[src/rtl/pcs_fifo_rd_ptr.sv]
// Read-side pointer controller for the 4-entry PCS clock-crossing FIFO.
// Optional protocol checker on err is enabled by defining PCS_RDPTR_CHK_EN.
module pcs_fifo_rd_ptr #(
    parameter int unsigned SYNC_STAGES = 2
) (
    input  logic       clk,
    input  logic       reset,
    input  logic [4:0] wr_gray,
    input  logic       rd_en,
    output logic [4:0] rd_gray,
    output logic [1:0] rd_addr,
    output logic       pop_ok,
    output logic       empty,
    output logic [2:0] level,
    output logic       err
);

    localparam int unsigned PTR_W   = 3;
    localparam int unsigned CODE_W  = 5;
    localparam int unsigned DEPTH   = 4;

    logic [CODE_W-1:0] sync_q [SYNC_STAGES];
    logic [CODE_W-1:0] sync_last;
    logic [PTR_W-1:0]  wr_bin_s;
    logic [PTR_W-1:0]  rd_bin;
    logic [PTR_W-1:0]  rd_bin_nxt;
    logic [PTR_W-1:0]  raw;

    // Write-pointer synchroniser; every stage holds a legal code at all times.
    always_ff @(posedge clk) begin
        if (reset) begin
            for (int unsigned i = 0; i < SYNC_STAGES; i++) begin
                sync_q[i] <= '0;
            end
        end else begin
            sync_q[0] <= wr_gray;
            for (int unsigned i = 1; i < SYNC_STAGES; i++) begin
                sync_q[i] <= sync_q[i-1];
            end
        end
    end

    assign sync_last = sync_q[SYNC_STAGES-1];

    // Gray to binary on the low three bits; the upper two are always zero.
    assign wr_bin_s[2] = sync_last[2];
    assign wr_bin_s[1] = sync_last[2] ^ sync_last[1];
    assign wr_bin_s[0] = sync_last[2] ^ sync_last[1] ^ sync_last[0];

    assign raw     = PTR_W'(wr_bin_s - rd_bin);
    assign level   = (raw > PTR_W'(DEPTH)) ? PTR_W'(DEPTH) : raw;
    assign empty   = (level == '0);
    assign pop_ok  = rd_en & ~empty;
    assign rd_addr = rd_bin[1:0];

    assign rd_bin_nxt = PTR_W'(rd_bin + PTR_W'(1));

    // rd_gray is loaded with the code of the new rd_bin so the two never diverge.
    always_ff @(posedge clk) begin
        if (reset) begin
            rd_bin  <= '0;
            rd_gray <= '0;
        end else if (pop_ok) begin
            rd_bin  <= rd_bin_nxt;
            rd_gray <= {2'b00, rd_bin_nxt[2], rd_bin_nxt[2] ^ rd_bin_nxt[1],
                        rd_bin_nxt[1] ^ rd_bin_nxt[0]};
        end
    end

`ifdef PCS_RDPTR_CHK_EN
    // Sticky flag: illegal upper code bits or an occupancy beyond the FIFO depth.
    always_ff @(posedge clk) begin
        if (reset) begin
            err <= 1'b0;
        end else if ((sync_last[4:3] != 2'b00) || (raw > PTR_W'(DEPTH))) begin
            err <= 1'b1;
        end
    end
`else
    logic unused_hi;
    assign unused_hi = ^sync_last[4:3];
    assign err       = 1'b0;
`endif

endmodule
[config.mk]
export PLATFORM = sky130hd
export DESIGN_NAME = pcs_fifo_rd_ptr
export DESIGN_NICKNAME = d
export VERILOG_FILES = /design/src/rtl/pcs_fifo_rd_ptr.sv
export SDC_FILE = /design/constraint.sdc
export NUM_CORES = 1
export LEC_CHECK = 0
export ABC_AREA = 1
export BUFFER_PORTS_ARGS = -buffer_cell sky130_fd_sc_hd__buf_2
export CORE_MARGIN = 5
export CORE_UTILIZATION = 43
export CTS_CLUSTER_DIAMETER = 200
export DETAILED_ROUTE_END_ITERATION = 12
export HOLD_SLACK_MARGIN = 0.15
export PLACE_DENSITY_LB_ADDON = 0.1
export SLEW_MARGIN = 0
export SYNTH_ARGS = -nofsm -noshare
export SYNTH_HDL_FRONTEND = slang
export SYNTH_SLANG_ARGS = --single-unit
[constraint.sdc]
create_clock -name clk -period 5.7 [get_ports clk]
set_input_delay 0.57 -clock clk [delete_from_list [all_inputs] [get_ports clk]]
set_output_delay 0.57 -clock clk [all_outputs]
set_load 0.02 [all_outputs]
==> run summary <==
The TritonCTS buffer count is 3. The largest fanout on the critical path came out at 7. The layout overhead on the synthesized area came out at 17.1%. The critical path is of the reg -> out type. For this run, the share of the core covered by cells in the final layout is 53.5%.

The vertical die dimension is 47.2 microns. The worst stage delay on the critical path came out at 0.45 ns. The share of cells above drive strength 1 came out at 27.8%. The post-cts resize count is 0.

In the routed design, unresolved DRC markers number 0. The TritonCTS sink count came out at 11. The latest clock arrival within the worst-skew pair is 0.26 ns. The number of iterations in the first detailed-routing pass is 2.

Setup repair after global routing left no endpoint under its margin. The first-pass GRT wire length is 1520 microns. STA puts the critical path data arrival time at 2.38 ns.

Summing over every cut layer, the via total after detailed routing is 478. Net switching is 41.0% of the power. The initial antenna violation count came out at 0. Summed over all nets, the switching power comes to 0.107 mW.

The mean instance size in the synthesized netlist came out at 7.43 sq um. The full die area came out at 2230 sq um. In the global route stage, overall resource usage came out at 10.0%. The fmax came out at 339 MHz. The count of standard-cell rows is 13. In this run the static leakage power is 0.382 nW. The weighted congestion at the end of routability-driven global placement came out at 0.746.

The required time of the worst setup path is 5.13 ns. The worst hold path class is reg -> reg. The max capacitance violation total came out at 0. The tree is rooted in a sky130_fd_sc_hd__clkbuf_4.

In the layout the commonest cells are 17 x sky130_fd_sc_hd__inv_1, 15 x sky130_fd_sc_hd__buf_2, 13 x sky130_fd_sc_hd__nand2_1, 13 x sky130_fd_sc_hd__nor2_1, 11 x sky130_fd_sc_hd__dfxtp_1. The antenna violation net count after detailed routing came out at 0. The post-detailed-route via-to-cell ratio came out at 4.27.

The worst-case clock buffer depth came out at 2. The sort of element at the end of the critical path is a primary output. The initial cell density of the core is 45.7%.

The clock network accounts for 19.7% of the total power. The area of placed instances came out at 669 sq um. The via count of the first global-routing pass is 391. The gate count of the mapped netlist is 80. The number of nets in the finished design is 109. In the final routed layout, each cell accounts on average for 8.50 microns. From left edge to right edge, the die measures 47.2 microns. The distinct cell type count of the synthesized netlist is 18.

The final setup TNS came out at 0 ns. The register share of total power is 35.0%. The final clock skew came out at 0.0112 ns. Traced cell by cell, the critical path runs through xor2_1 > xnor2_1 > ha_1 > inv_1 > fa_1 > nor2_1 > nand3_4 > nand2_4 > inv_2 > buf_2. The total overflow reported by the global router came out at 0. The final count of hold timing violations came out at 0. The minimum clock period came out at 2.95 ns. Setup violations remaining at the end of the flow were counted as 0.

The routed wire length is 952 microns. The total area inside the core boundary comes to 1300 sq um. The number of storage elements in the synthesis netlist is 11.

CTS built an H-tree with a depth of 1. The buffer and inverter count on the worst path came out at 3. After routing the design area is 696 sq um.

The number of buffers inserted for hold repair after clock tree synthesis came out at 0. Leaving out fill and tap cells, the most frequent cell in the layout is sky130_fd_sc_hd__inv_1. The cell-internal power came out at 0.154 mW.

TritonCTS built the clock tree. Summing every instance area after synthesis gives 594 sq um. The number of max-slew violations in the final report was 0. The number of antenna cells inserted is 0.

The half-perimeter wire length after detailed placement came out at 758 microns. The sequential-to-total area share from yosys stat came out at 37.1%. In this run the power density over the cells is 375 nW/um^2. The number of buffers inserted by post-CTS setup repair came out at 0. Clock-pin slew was measured on the worst setup and hold paths at 0.06 ns. Entering global routing, the biggest net connects 11 pins. The final critical path takes up 51.7% of the cycle.

The flow ran to the end, and the final reports show no timing, DRC or antenna violations. The critical path's top delay family is adder cells. The part of the power in combinational logic came out at 45.3%.

On the critical path, the stage with the largest delay is an instance of sky130_fd_sc_hd__fa_1. The worst ir drop on vdd is 211 uV. The count of buffers inserted at the top-level ports came out at 15. The startpoint class of the critical path is a flip-flop.

The boundary pin count is 21. The number of warning messages in the yosys log is 0. The first-iteration detailed-routing DRC count came out at 7.
## synth_stat cells
cell type / count / area, sq um
sky130_fd_sc_hd__inv_1: 17 / 63.8
sky130_fd_sc_hd__nand2_1: 13 / 48.8
sky130_fd_sc_hd__nor2_1: 13 / 48.8
sky130_fd_sc_hd__dfxtp_1: 11 / 220
sky130_fd_sc_hd__nand3_1: 6 / 30.0
sky130_fd_sc_hd__a21oi_2: 3 / 26.3
sky130_fd_sc_hd__buf_4: 3 / 22.5
sky130_fd_sc_hd__ha_1: 2 / 25.0
sky130_fd_sc_hd__nand2_2: 2 / 12.5
sky130_fd_sc_hd__xor2_1: 2 / 17.5
sky130_fd_sc_hd__clkbuf_1: 1 / 3.75
sky130_fd_sc_hd__conb_1: 1 / 3.75
sky130_fd_sc_hd__fa_1: 1 / 20.0
sky130_fd_sc_hd__inv_2: 1 / 3.75
sky130_fd_sc_hd__nand2_4: 1 / 11.3
sky130_fd_sc_hd__nand3_2: 1 / 10.0
sky130_fd_sc_hd__nand3_4: 1 / 17.5
sky130_fd_sc_hd__xnor2_1: 1 / 8.76
## power groups by stage
stage / Sequential [mW] / Clock (mW) / Combinational, mW
4_1_cts: 0.0917 / 0.0530 / 0.120
3_3_place_gp: 0.0933 / 0 / 0.119
3_5_place_dp: 0.0934 / 0 / 0.119
5_1_grt: 0.0931 / 0.0559 / 0.133
2_1_floorplan: 0.0999 / 0 / 0.0839
6_report: 0.0915 / 0.0514 / 0.118
## cell type report
| class | instances | area, sq um |
|---|---|---|
| timing repair buffer | 15 | 75.1 |
| multi-input combinational | 49 | 288 |
| fill | 139 | 606 |
| sequential | 11 | 220 |
| inverter | 18 | 67.6 |
| tap | 15 | 18.8 |
| clock buffer | 4 | 26.3 |
## kinds of logic (layout without fill, tap and decap cells)
family / after synthesis / count (layout) / share of synthesized area (%)
AND/OR/NAND/NOR: 37 / 37 / 30.1
AO/OA/AOI/OAI: 3 / 3 / 4.42
adder cells (fa/ha/maj): 3 / 3 / 7.58
other: 1 / 3 / 0.631
XOR/XNOR: 3 / 3 / 4.42
buffers and inverters: 22 / 37 / 15.8
flip-flops: 11 / 11 / 37.1
## through the flow
step / worst slack (ns) / power (mW) / hold slack (ns) / instances
2_1_floorplan: 3.19 / 0.184 / 0.388 / 82
3_3_place_gp: 3.01 / 0.212 / 0.391 / 108
3_5_place_dp: 2.98 / 0.212 / 0.394 / 108
4_1_cts: 2.71 / 0.265 / 0.403 / 112
5_1_grt: 2.58 / 0.282 / 0.426 / 112
6_report: 2.75 / 0.261 / 0.404 / 112
## final timing paths
| kind | startpoint | to | slack (ns) | cells past startpoint |
|---|---|---|---|---|
| worst min-delay path | sync_q[0][1] | sync_q[0][6] | 0.40 | 2 |
| worst min register to register | sync_q[0][1] | sync_q[0][6] | 0.40 | 2 |
| worst max-delay path | sync_q[0][7] | pop_ok | 2.75 | 10 |
| worst max register to register | sync_q[0][7] | rd_bin[0] | 3.51 | 11 |
## routing by layer
| metal | track usage [%] | up-vias | wire [microns] |
|---|---|---|---|
| met5 | 0 | - | 0 |
| met4 | 6.63 | 0 | 10 |
| met3 | 2.30 | 2 | 83 |
| met2 | 16.3 | 14 | 422 |
| met1 | 11.7 | 199 | 435 |
| li1 | - | 263 | - |
## flip-flops by register name, indices dropped and copies added (netlist names)
name     flops
sync_q       6
rd_gray      2
rd_bin       3
## worst register-to-register path: cells and delay by family (launching register included)
kind / cells / cell delay (ns)
adder cells (fa/ha/maj): 2 / 0.61
AND/OR/NAND/NOR: 5 / 0.60
buffers and inverters: 2 / 0.08
XOR/XNOR: 2 / 0.44
flip-flops: 1 / 0.38
No activity file was read; power rests on OpenSTA's default activity.
